===== config.mk =====
export PLATFORM = sky130hd
export DESIGN_NAME = pc_sequencer
export DESIGN_NICKNAME = d
export VERILOG_FILES = /design/src/rtl/pc_sequencer.sv
export SDC_FILE = /design/constraint.sdc
export NUM_CORES = 1
export LEC_CHECK = 0
export CAP_MARGIN = 10
export CELL_PAD_IN_SITES_DETAIL_PLACEMENT = 1
export CELL_PAD_IN_SITES_GLOBAL_PLACEMENT = 1
export CORE_ASPECT_RATIO = 0.5
export CORE_UTILIZATION = 25
export DETAILED_ROUTE_END_ITERATION = 10
export HOLD_SLACK_MARGIN = 0.03
export PLACE_DENSITY = 0.91
export RECOVER_POWER = 50
export SLEW_MARGIN = 20
export SYNTH_ARGS = -nofsm -noshare
export SYNTH_HDL_FRONTEND = slang
export SYNTH_SLANG_ARGS = --single-unit
export TNS_END_PERCENT = 10

===== constraint.sdc =====
create_clock -name clock -period 2.2 [get_ports clock]
set_input_delay 0.44 -clock clock [delete_from_list [all_inputs] [get_ports clock]]
set_output_delay 0.44 -clock clock [all_outputs]
set_load 0.05 [all_outputs]

===== src/rtl/pc_sequencer.sv =====
// pc_sequencer: owns the program counter and sequences the shared PC adder
// through one fetch handshake followed by one PC update per instruction.
//
// Ports:
//   clock          in   system clock, rising-edge state updates
//   reset          in   asynchronous active-low reset
//   imem_ack       in   instruction memory accepted/returned the fetch
//   stall          in   decode hold request (UPDATE only)
//   halt           in   stop fetching (UPDATE only)
//   branch_taken   in   PC-relative branch (UPDATE only)
//   branch_offset  in   two's-complement branch offset
//   jump           in   absolute jump (UPDATE only)
//   jump_target    in   absolute jump address
//   add_sum        in   shared adder result, add_a + add_b
//   add_a          out  adder operand A (pc)
//   add_b          out  adder operand B, combinational
//   pc             out  program counter / imem address
//   imem_req       out  fetch request, high in FETCH
//   fetch_valid    out  one-cycle pulse after an accepted ack
//   halted         out  high in HALT
//   fetch_error    out  sticky ack-timeout / alignment fault flag
//
// Optional build macro: PC_ALIGN_CHECK_EN -- when defined, an odd jump or
// branch target is refused: pc holds, fetch_error sets and the block halts.

module pc_sequencer #(
    parameter int unsigned      WIDTH       = 16,
    parameter int unsigned      INC         = 2,
    parameter logic [WIDTH-1:0] RESET_PC    = '0,
    parameter int unsigned      ACK_TIMEOUT = 15
) (
    input  logic             clock,
    input  logic             reset,
    input  logic             imem_ack,
    input  logic             stall,
    input  logic             halt,
    input  logic             branch_taken,
    input  logic [WIDTH-1:0] branch_offset,
    input  logic             jump,
    input  logic [WIDTH-1:0] jump_target,
    input  logic [WIDTH-1:0] add_sum,
    output logic [WIDTH-1:0] add_a,
    output logic [WIDTH-1:0] add_b,
    output logic [WIDTH-1:0] pc,
    output logic             imem_req,
    output logic             fetch_valid,
    output logic             halted,
    output logic             fetch_error
);

    localparam int unsigned CNT_W = $clog2(ACK_TIMEOUT + 1);

    typedef enum logic [1:0] {
        BOOT   = 2'd0,
        FETCH  = 2'd1,
        UPDATE = 2'd2,
        HALT   = 2'd3
    } state_e;

    state_e             state_q, state_d;
    logic [WIDTH-1:0]   pc_q, pc_d;
    logic [CNT_W-1:0]   cnt_q, cnt_d;
    logic               imem_req_q, imem_req_d;
    logic               fetch_valid_q, fetch_valid_d;
    logic               halted_q, halted_d;
    logic               fetch_error_q, fetch_error_d;
    logic [WIDTH-1:0]   new_pc;

    // State and registered outputs
    always_ff @(posedge clock or negedge reset) begin
        if (!reset) begin
            state_q       <= BOOT;
            pc_q          <= RESET_PC;
            cnt_q         <= '0;
            imem_req_q    <= 1'b0;
            fetch_valid_q <= 1'b0;
            halted_q      <= 1'b0;
            fetch_error_q <= 1'b0;
        end else begin
            state_q       <= state_d;
            pc_q          <= pc_d;
            cnt_q         <= cnt_d;
            imem_req_q    <= imem_req_d;
            fetch_valid_q <= fetch_valid_d;
            halted_q      <= halted_d;
            fetch_error_q <= fetch_error_d;
        end
    end

    // Next-state, next-pc and next-output logic
    always_comb begin
        state_d       = state_q;
        pc_d          = pc_q;
        cnt_d         = cnt_q;
        fetch_valid_d = 1'b0;
        fetch_error_d = fetch_error_q;
        // The adder already holds pc+INC or pc+offset; only a jump bypasses it.
        new_pc        = jump ? jump_target : add_sum;

        case (state_q)
            BOOT: begin
                state_d = FETCH;
            end

            FETCH: begin
                if (imem_ack) begin
                    // An ack on the final allowed cycle still wins over the timeout.
                    fetch_valid_d = 1'b1;
                    cnt_d         = '0;
                    state_d       = UPDATE;
                end else if (cnt_q == CNT_W'(ACK_TIMEOUT - 1)) begin
                    fetch_error_d = 1'b1;
                    cnt_d         = '0;
                    state_d       = HALT;
                end else begin
                    cnt_d = cnt_q + CNT_W'(1);
                end
            end

            UPDATE: begin
                if (halt) begin
                    state_d = HALT;
                end else if (stall) begin
                    state_d = UPDATE;
                end else begin
`ifdef PC_ALIGN_CHECK_EN
                    if ((jump || branch_taken) && new_pc[0]) begin
                        fetch_error_d = 1'b1;
                        state_d       = HALT;
                    end else begin
                        pc_d    = new_pc;
                        state_d = FETCH;
                    end
`else
                    pc_d    = new_pc;
                    state_d = FETCH;
`endif
                end
            end

            HALT: begin
                state_d = HALT;
            end

            default: begin
                state_d = BOOT;
            end
        endcase

        imem_req_d = (state_d == FETCH);
        halted_d   = (state_d == HALT);
    end

    // Operand B follows branch_taken combinationally so the sum is ready in UPDATE
    assign add_b = ((state_q == UPDATE) && branch_taken) ? branch_offset : WIDTH'(INC);

    assign add_a       = pc_q;
    assign pc          = pc_q;
    assign imem_req    = imem_req_q;
    assign fetch_valid = fetch_valid_q;
    assign halted      = halted_q;
    assign fetch_error = fetch_error_q;

endmodule

==> results of run 1 <==
cell usage in the layout, fill, tap and decap left out, types with 2 or more instances in the layout:
cell type,Yosys,layout
clkdlybuf4s50_1,0,87
dfrtp_1,26,26
nor2_1,20,20
a21oi_1,18,18
mux2i_1,16,16
and2_1,15,15
buf_12,0,15
inv_1,3,3
nand2_1,3,3
clkbuf_16,0,3
dlygate4sd3_1,0,3
nand2b_1,2,2
a211oi_1,2,2
a21o_1,2,2
o21ai_0,2,2
ha_1,2,2
buf_4,16,2
cells in the mapped netlist:
master    instances
dfrtp_1          26
nor2_1           20
a21oi_1          18
buf_4            16
mux2i_1          16
and2_1           15
buf_2             5
inv_1             3
nand2_1           3
a211oi_1          2
a21o_1            2
buf_6             2
clkbuf_1          2
ha_1              2
nand2b_1          2
o21ai_0           2
and3_1            1
and3b_1           1
and4bb_2          1
nand3_1           1
nor3b_1           1
nor4_1            1
nor4b_4           1
o21a_1            1
o31ai_1           1
o32ai_1           1
o41ai_1           1
or4_1             1
power groups by stage:
stage / registers, mW / logic [mW] / clock network (mW)
global route: 0.698 / 1.21 / 0.563
floorplan: 0.941 / 0.538 / 0
global placement: 0.678 / 1.13 / 0
CTS: 0.683 / 1.17 / 0.541
detailed placement: 0.689 / 1.16 / 0
finish: 0.681 / 1.16 / 0.538
registers in the layout, summed over array words and instances, names as in the netlist:
| register | count |
|---|---|
| add_a | 16 |
| cnt_q | 4 |
| fetch_error | 1 |
| fetch_valid | 1 |
| halted | 1 |
| imem_req | 1 |
| state_q | 2 |
area by class of cell:
cell class,instances,area share
clock buffer,3,0.0278
clock inverter,1,0.0111
inverter,3,0.00417
multi-input combinational,94,0.229
sequential,26,0.241
tap,73,0.0338
timing repair buffer,109,0.453
what timing repair did:
action | in CTS | in global routing
setup endpoints to repair | 0 | 7
resized for setup | 0 | 1
hold endpoints to repair | 0 | 0
routing by layer:
metal | global-route usage | wire length, um
met4 | 0.0705 | 123
met5 | 0 | 0
met3 | 0.0328 | 78
met1 | 0.203 | 2030
met2 | 0.397 | 3380
stage by stage:
stage / setup slack, ns / instance area (um^2) / cells / utilization
3_5_place_dp: 0.0215 / 2600 / 305 / 0.470
3_3_place_gp: 0.0947 / 2600 / 305 / 0.470
5_1_grt: 0.0664 / 2700 / 309 / 0.488
6_report: 0.160 / 2700 / 309 / 0.488
2_1_floorplan: 0.379 / 1460 / 148 / -
4_1_cts: 0.0241 / 2710 / 309 / 0.489
logic make-up after synthesis:
kind of cell	Yosys count
AOI/OAI and AO/OA	28
DFF	26
muxes	16
buffers and inverters	28
adders and majority gates	2
and+or+nand+nor	48
critical path: stages:
cell and delay, ns:
clkdlybuf4s50_1 0.45, and3b_2 0.32, and2_1 0.23, buf_12 0.15
worst max path at each step:
stage | start | end | slack (ns)
6_report | branch_taken | add_b[6] | 0.16
5_1_grt | stall | add_a[7] | 0.07
4_1_cts | branch_taken | add_b[6] | 0.02
3_5_place_dp | branch_taken | add_b[6] | 0.02
3_3_place_gp | branch_taken | add_b[11] | 0.09
2_1_floorplan | state_q[0] | add_b[10] | 0.38
==> results_dict.tcl, run 1 <==
set metrics [dict create \
    r2r_slack_ns 0.47 \
    fin_tns_setup_ns 0 \
    globalplace.congestion 0.738 \
    fp-row-count 19 \
    crit_type "input pin to primary output" \
    die_h_um 55.9 \
    synthTopCellsByArea "dfrtp_1 (45%), mux2i_1 (11%), buf_4 (8.3%)" \
    slew_headroom 0.0431 \
    p_leak_nw 1.16 \
    ir_drop_mv 0.515 \
    core-area_um2 5540 \
    cts_setup_buffers 0 \
    die_w_um 110 \
    drive_gt1_frac 0.106 \
    firstDrtPassIters 4 \
    crit_fanout 16 \
    synth_fa_ha_area_frac 0.0172 \
    syn-mean-instance-area_um2 9.83 \
    fin_nets 294 \
    via_per_inst 4.62 \
    whs_path_depth 1 \
    cts_htree_levels 1 \
    min_to "fetch_error" \
    cts_tree "built" \
    p_int_mw 1.36 \
    antenna_left 0 \
    cts.sinks 26 \
    rsz0062_at_grt "no" \
    hold_viol 0 \
    setup_violations 0 \
    numPortBuffers 106 \
    grt_pass1_wl_um 8870 \
    fmax_mhz 490 \
    post-route-min-period_ns 2.04 \
    ys.warnings.count 0 \
    dr.first_iter.drc_count 39 \
    num_antenna_cells 0 \
    drv_slew 0 \
    drv_cap 0 \
    io_pins 107 \
    dp_hpwl_um 4200 \
    num_vias 1428 \
    critPathLaunchType "input pin" \
    start_util 0.263 \
    synthMuxAreaShare 0.110 \
    dieArea_um2 6150 \
    finalCritPeriodShare 0.927 \
    synthSimpleGateAreaFrac 0.186 \
    synthDistinctLibCells 28 \
    r2r_start "state_q[1]" \
    switchingPower_mw 1.02 \
    wl_um 5610 \
    ys_ff_latch 26 \
    synth-compound-area-share 0.112 \
    yosysTopAreaCell "dfrtp_1" \
    insertion_delay_ns 0.26 \
    synth_area_um2 1460 \
    holdWs_ns 0.468 \
    power_mw 2.38 \
    swShare 0.430 \
    wl_per_cell_um 18.1 \
    synthXorXnorAreaFrac 0 \
    numCtsBuffers 3 \
    grt_pass1_vias 1628 \
    p_seq_frac 0.286 \
    multi_input_area_um2 619 \
    grt_max_degree 33 \
    clk_pin_slew_ns 0.07 \
    fillers 607 \
    syn2layout_area_growth_pct 85.7 \
    powerDensity_nw_per_um2 882 \
    drcViolationCount 0 \
    cts_hold_repair.buffers 0 \
    final-seq-area_um2 651 \
    end_kind "primary output" \
    worst-r2r-cell-count 4 \
    synth_cells 148 \
    antenna_found_initial 0 \
    tightest_slew_ns 1.44 \
    hold_class "flop to flop" \
    skew_ns 0.00225 \
    power_frac_clock 0.226 \
    grt_usage 0.198 \
    crit_arrival_ns 1.60 \
    root_buffer "clkbuf_16" \
    synth_nets 205 \
    clockBufferDepth 2 \
    min_from "fetch_error" \
    p_comb_frac 0.488 \
    r2r_end "add_a[12]" \
    worstPathRequired_ns 1.76 \
    synth_top_area_share 0.447 \
    status "completed" \
    grt_overflow_total 0 \
    synth_top_family_by_area "simple AND/OR/NAND/NOR gates" \
    yosysSeqAreaShare 0.447 \
]
Note: power is estimated with default switching activity, not from simulation.
==> run 2, diff against run 1 <==
--- a/config.mk
+++ b/config.mk
@@ -12,9 +12,8 @@
 export CORE_UTILIZATION = 25
 export DETAILED_ROUTE_END_ITERATION = 10
 export HOLD_SLACK_MARGIN = 0.03
-export PLACE_DENSITY = 0.91
+export PLACE_DENSITY_LB_ADDON = 0.1
 export RECOVER_POWER = 50
-export SLEW_MARGIN = 20
 export SYNTH_ARGS = -nofsm -noshare
 export SYNTH_HDL_FRONTEND = slang
 export SYNTH_SLANG_ARGS = --single-unit
==> run 2 against run 1 <==
  * Final cell count unchanged
  * Register-to-register slack better by 0.11 ns
  * Clock skew up 0.0013 ns
  * Global-route usage down 5.8 points
  * Routed wire length down 25%
  * Cell area down 0.56%
  * Die area unchanged
  * Sequential cell count unchanged
  * Sequential power down 1%
  * Critical path type unchanged
  * Largest cell class unchanged
  * Largest power group unchanged
==> results_dict.tcl, run 2 (synthesized netlist as in run 1, its figures left out) <==
set metrics [dict create \
    power_frac_clock 0.193 \
    numPortBuffers 106 \
    fin_area_um2 2690 \
    slew_headroom 0.563 \
    r2r_start "state_q[0]" \
    core-area_um2 5540 \
    io_pins 107 \
    p_leak_nw 1.16 \
    layout_commonest_cell "clkdlybuf4s50_1" \
    worstPathRequired_ns 1.76 \
    drv_slew 0 \
    cts_htree_levels 1 \
    placed_area_um2 2600 \
    whs_path_depth 1 \
    num_vias 1347 \
    finalCritPeriodShare 0.921 \
    skew_ns 0.00356 \
    worst-r2r-cell-count 4 \
    cts.sinks 26 \
    fmax_mhz 494 \
    dr.first_iter.drc_count 27 \
    p_seq_frac 0.299 \
    layout_common_cells "clkdlybuf4s50_1 (87), dfrtp_1 (26), nor2_1 (20)" \
    dieArea_um2 6150 \
    post-route-min-period_ns 2.03 \
    numCtsBuffers 3 \
    p_int_mw 1.27 \
    antenna_left 0 \
    syn2layout_area_growth_pct 84.7 \
    fp-row-count 19 \
    rsz0062_at_grt "no" \
    cts_tree "built" \
    crit_type "input pin to primary output" \
    die_h_um 55.9 \
    powerDensity_nw_per_um2 836 \
    tightest_slew_ns 0.655 \
    cts_setup_buffers 0 \
    crit_arrival_ns 1.59 \
    grt_pass1_wl_um 6610 \
    critPathLaunchType "input pin" \
    start_util 0.263 \
    insertion_delay_ns 0.26 \
    clockBufferDepth 2 \
    drcViolationCount 0 \
    hold_class "flop to flop" \
    grt_overflow_total 0 \
    antenna_found_initial 0 \
    globalplace.congestion 0.693 \
    die_w_um 110 \
    grt_usage 0.140 \
    wl_per_cell_um 13.5 \
    r2r_slack_ns 0.58 \
    grt_max_degree 33 \
    firstDrtPassIters 4 \
    dp_hpwl_um 3390 \
    end_kind "primary output" \
    crit_fanout 16 \
    r2r_end "add_a[6]" \
    switchingPower_mw 0.973 \
    min_from "fetch_error" \
    swShare 0.433 \
    clk_pin_slew_ns 0.06 \
    drive_gt1_frac 0.110 \
    ir_drop_mv 0.476 \
    via_per_inst 4.36 \
    drv_cap 0 \
    hold_viol 0 \
    num_antenna_cells 0 \
    root_buffer "clkbuf_16" \
    min_to "fetch_error" \
    wl_um 4180 \
    grt_pass1_vias 1336 \
    setup_violations 0 \
    status "completed" \
    fin_nets 294 \
    p_comb_frac 0.508 \
    fin_tns_setup_ns 0 \
    largest_reg_flops 16 \
]
==> run 2: changes by cell type in the layout (fill, tap and decap cells not counted), sizes merged <==
cell / delta
clkbuf: +1
bufinv: -1
==> run 2: how the worst max path moves through the flow <==
stage | endpoint | slack [ns] | from
after detailed placement | add_b[3] | 0.004 | branch_taken
after global routing | add_b[12] | 0.10 | branch_taken
final | add_b[3] | 0.17 | branch_taken
after CTS | add_b[3] | 0.006 | branch_taken
after global placement | add_b[9] | 0.09 | branch_taken
after floorplan | add_b[10] | 0.38 | state_q[0]
==> run 2: layout make-up <==
type                    instances  area [um^2]
clock buffers                   4         88.8
fillers                       613         2850
inverters                       3         11.3
multi-input cells              94          619
flip-flops and latches         26          651
well taps                      73         91.3
repair buffers                109         1230
==> run 2: critical path: stages <==
cell             delay [ns]
clkdlybuf4s50_1        0.45
and3b_2                0.32
and2_1                 0.22
buf_12                 0.15
==> run 2: repair_timing <==
item	in CTS	in global routing
gates resized for setup	0	1
hold buffers	0	0
setup endpoints to repair	0	15
==> run 2: power by group through the flow <==
stage	Combinational [mW]	Clock, mW	Sequential [mW]
CTS	1.16	0.451	0.675
detailed placement	1.16	0	0.684
finish	1.14	0.434	0.671
global placement	1.14	0	0.674
global route	1.20	0.473	0.691
floorplan	0.538	0	0.941
==> run 2: metal layers <==
| metal | global-route usage | wire, um |
|---|---|---|
| met1 | 0.161 | 1670 |
| met2 | 0.269 | 2240 |
| met4 | 0.0114 | 14 |
| met3 | 0.0375 | 249 |
| met5 | 0 | 0 |
==> run 2: through the flow <==
step	std cells	util	setup slack, ns	total power [mW]	hold slack [ns]
after detailed placement	305	0.470	0.00445	1.84	0.451
after CTS	309	0.486	0.00647	2.28	0.472
after floorplan	148	-	0.379	1.48	0.144
after global routing	309	0.485	0.101	2.37	0.490
final	309	0.485	0.174	2.25	0.466
after global placement	305	0.470	0.0885	1.82	0.446
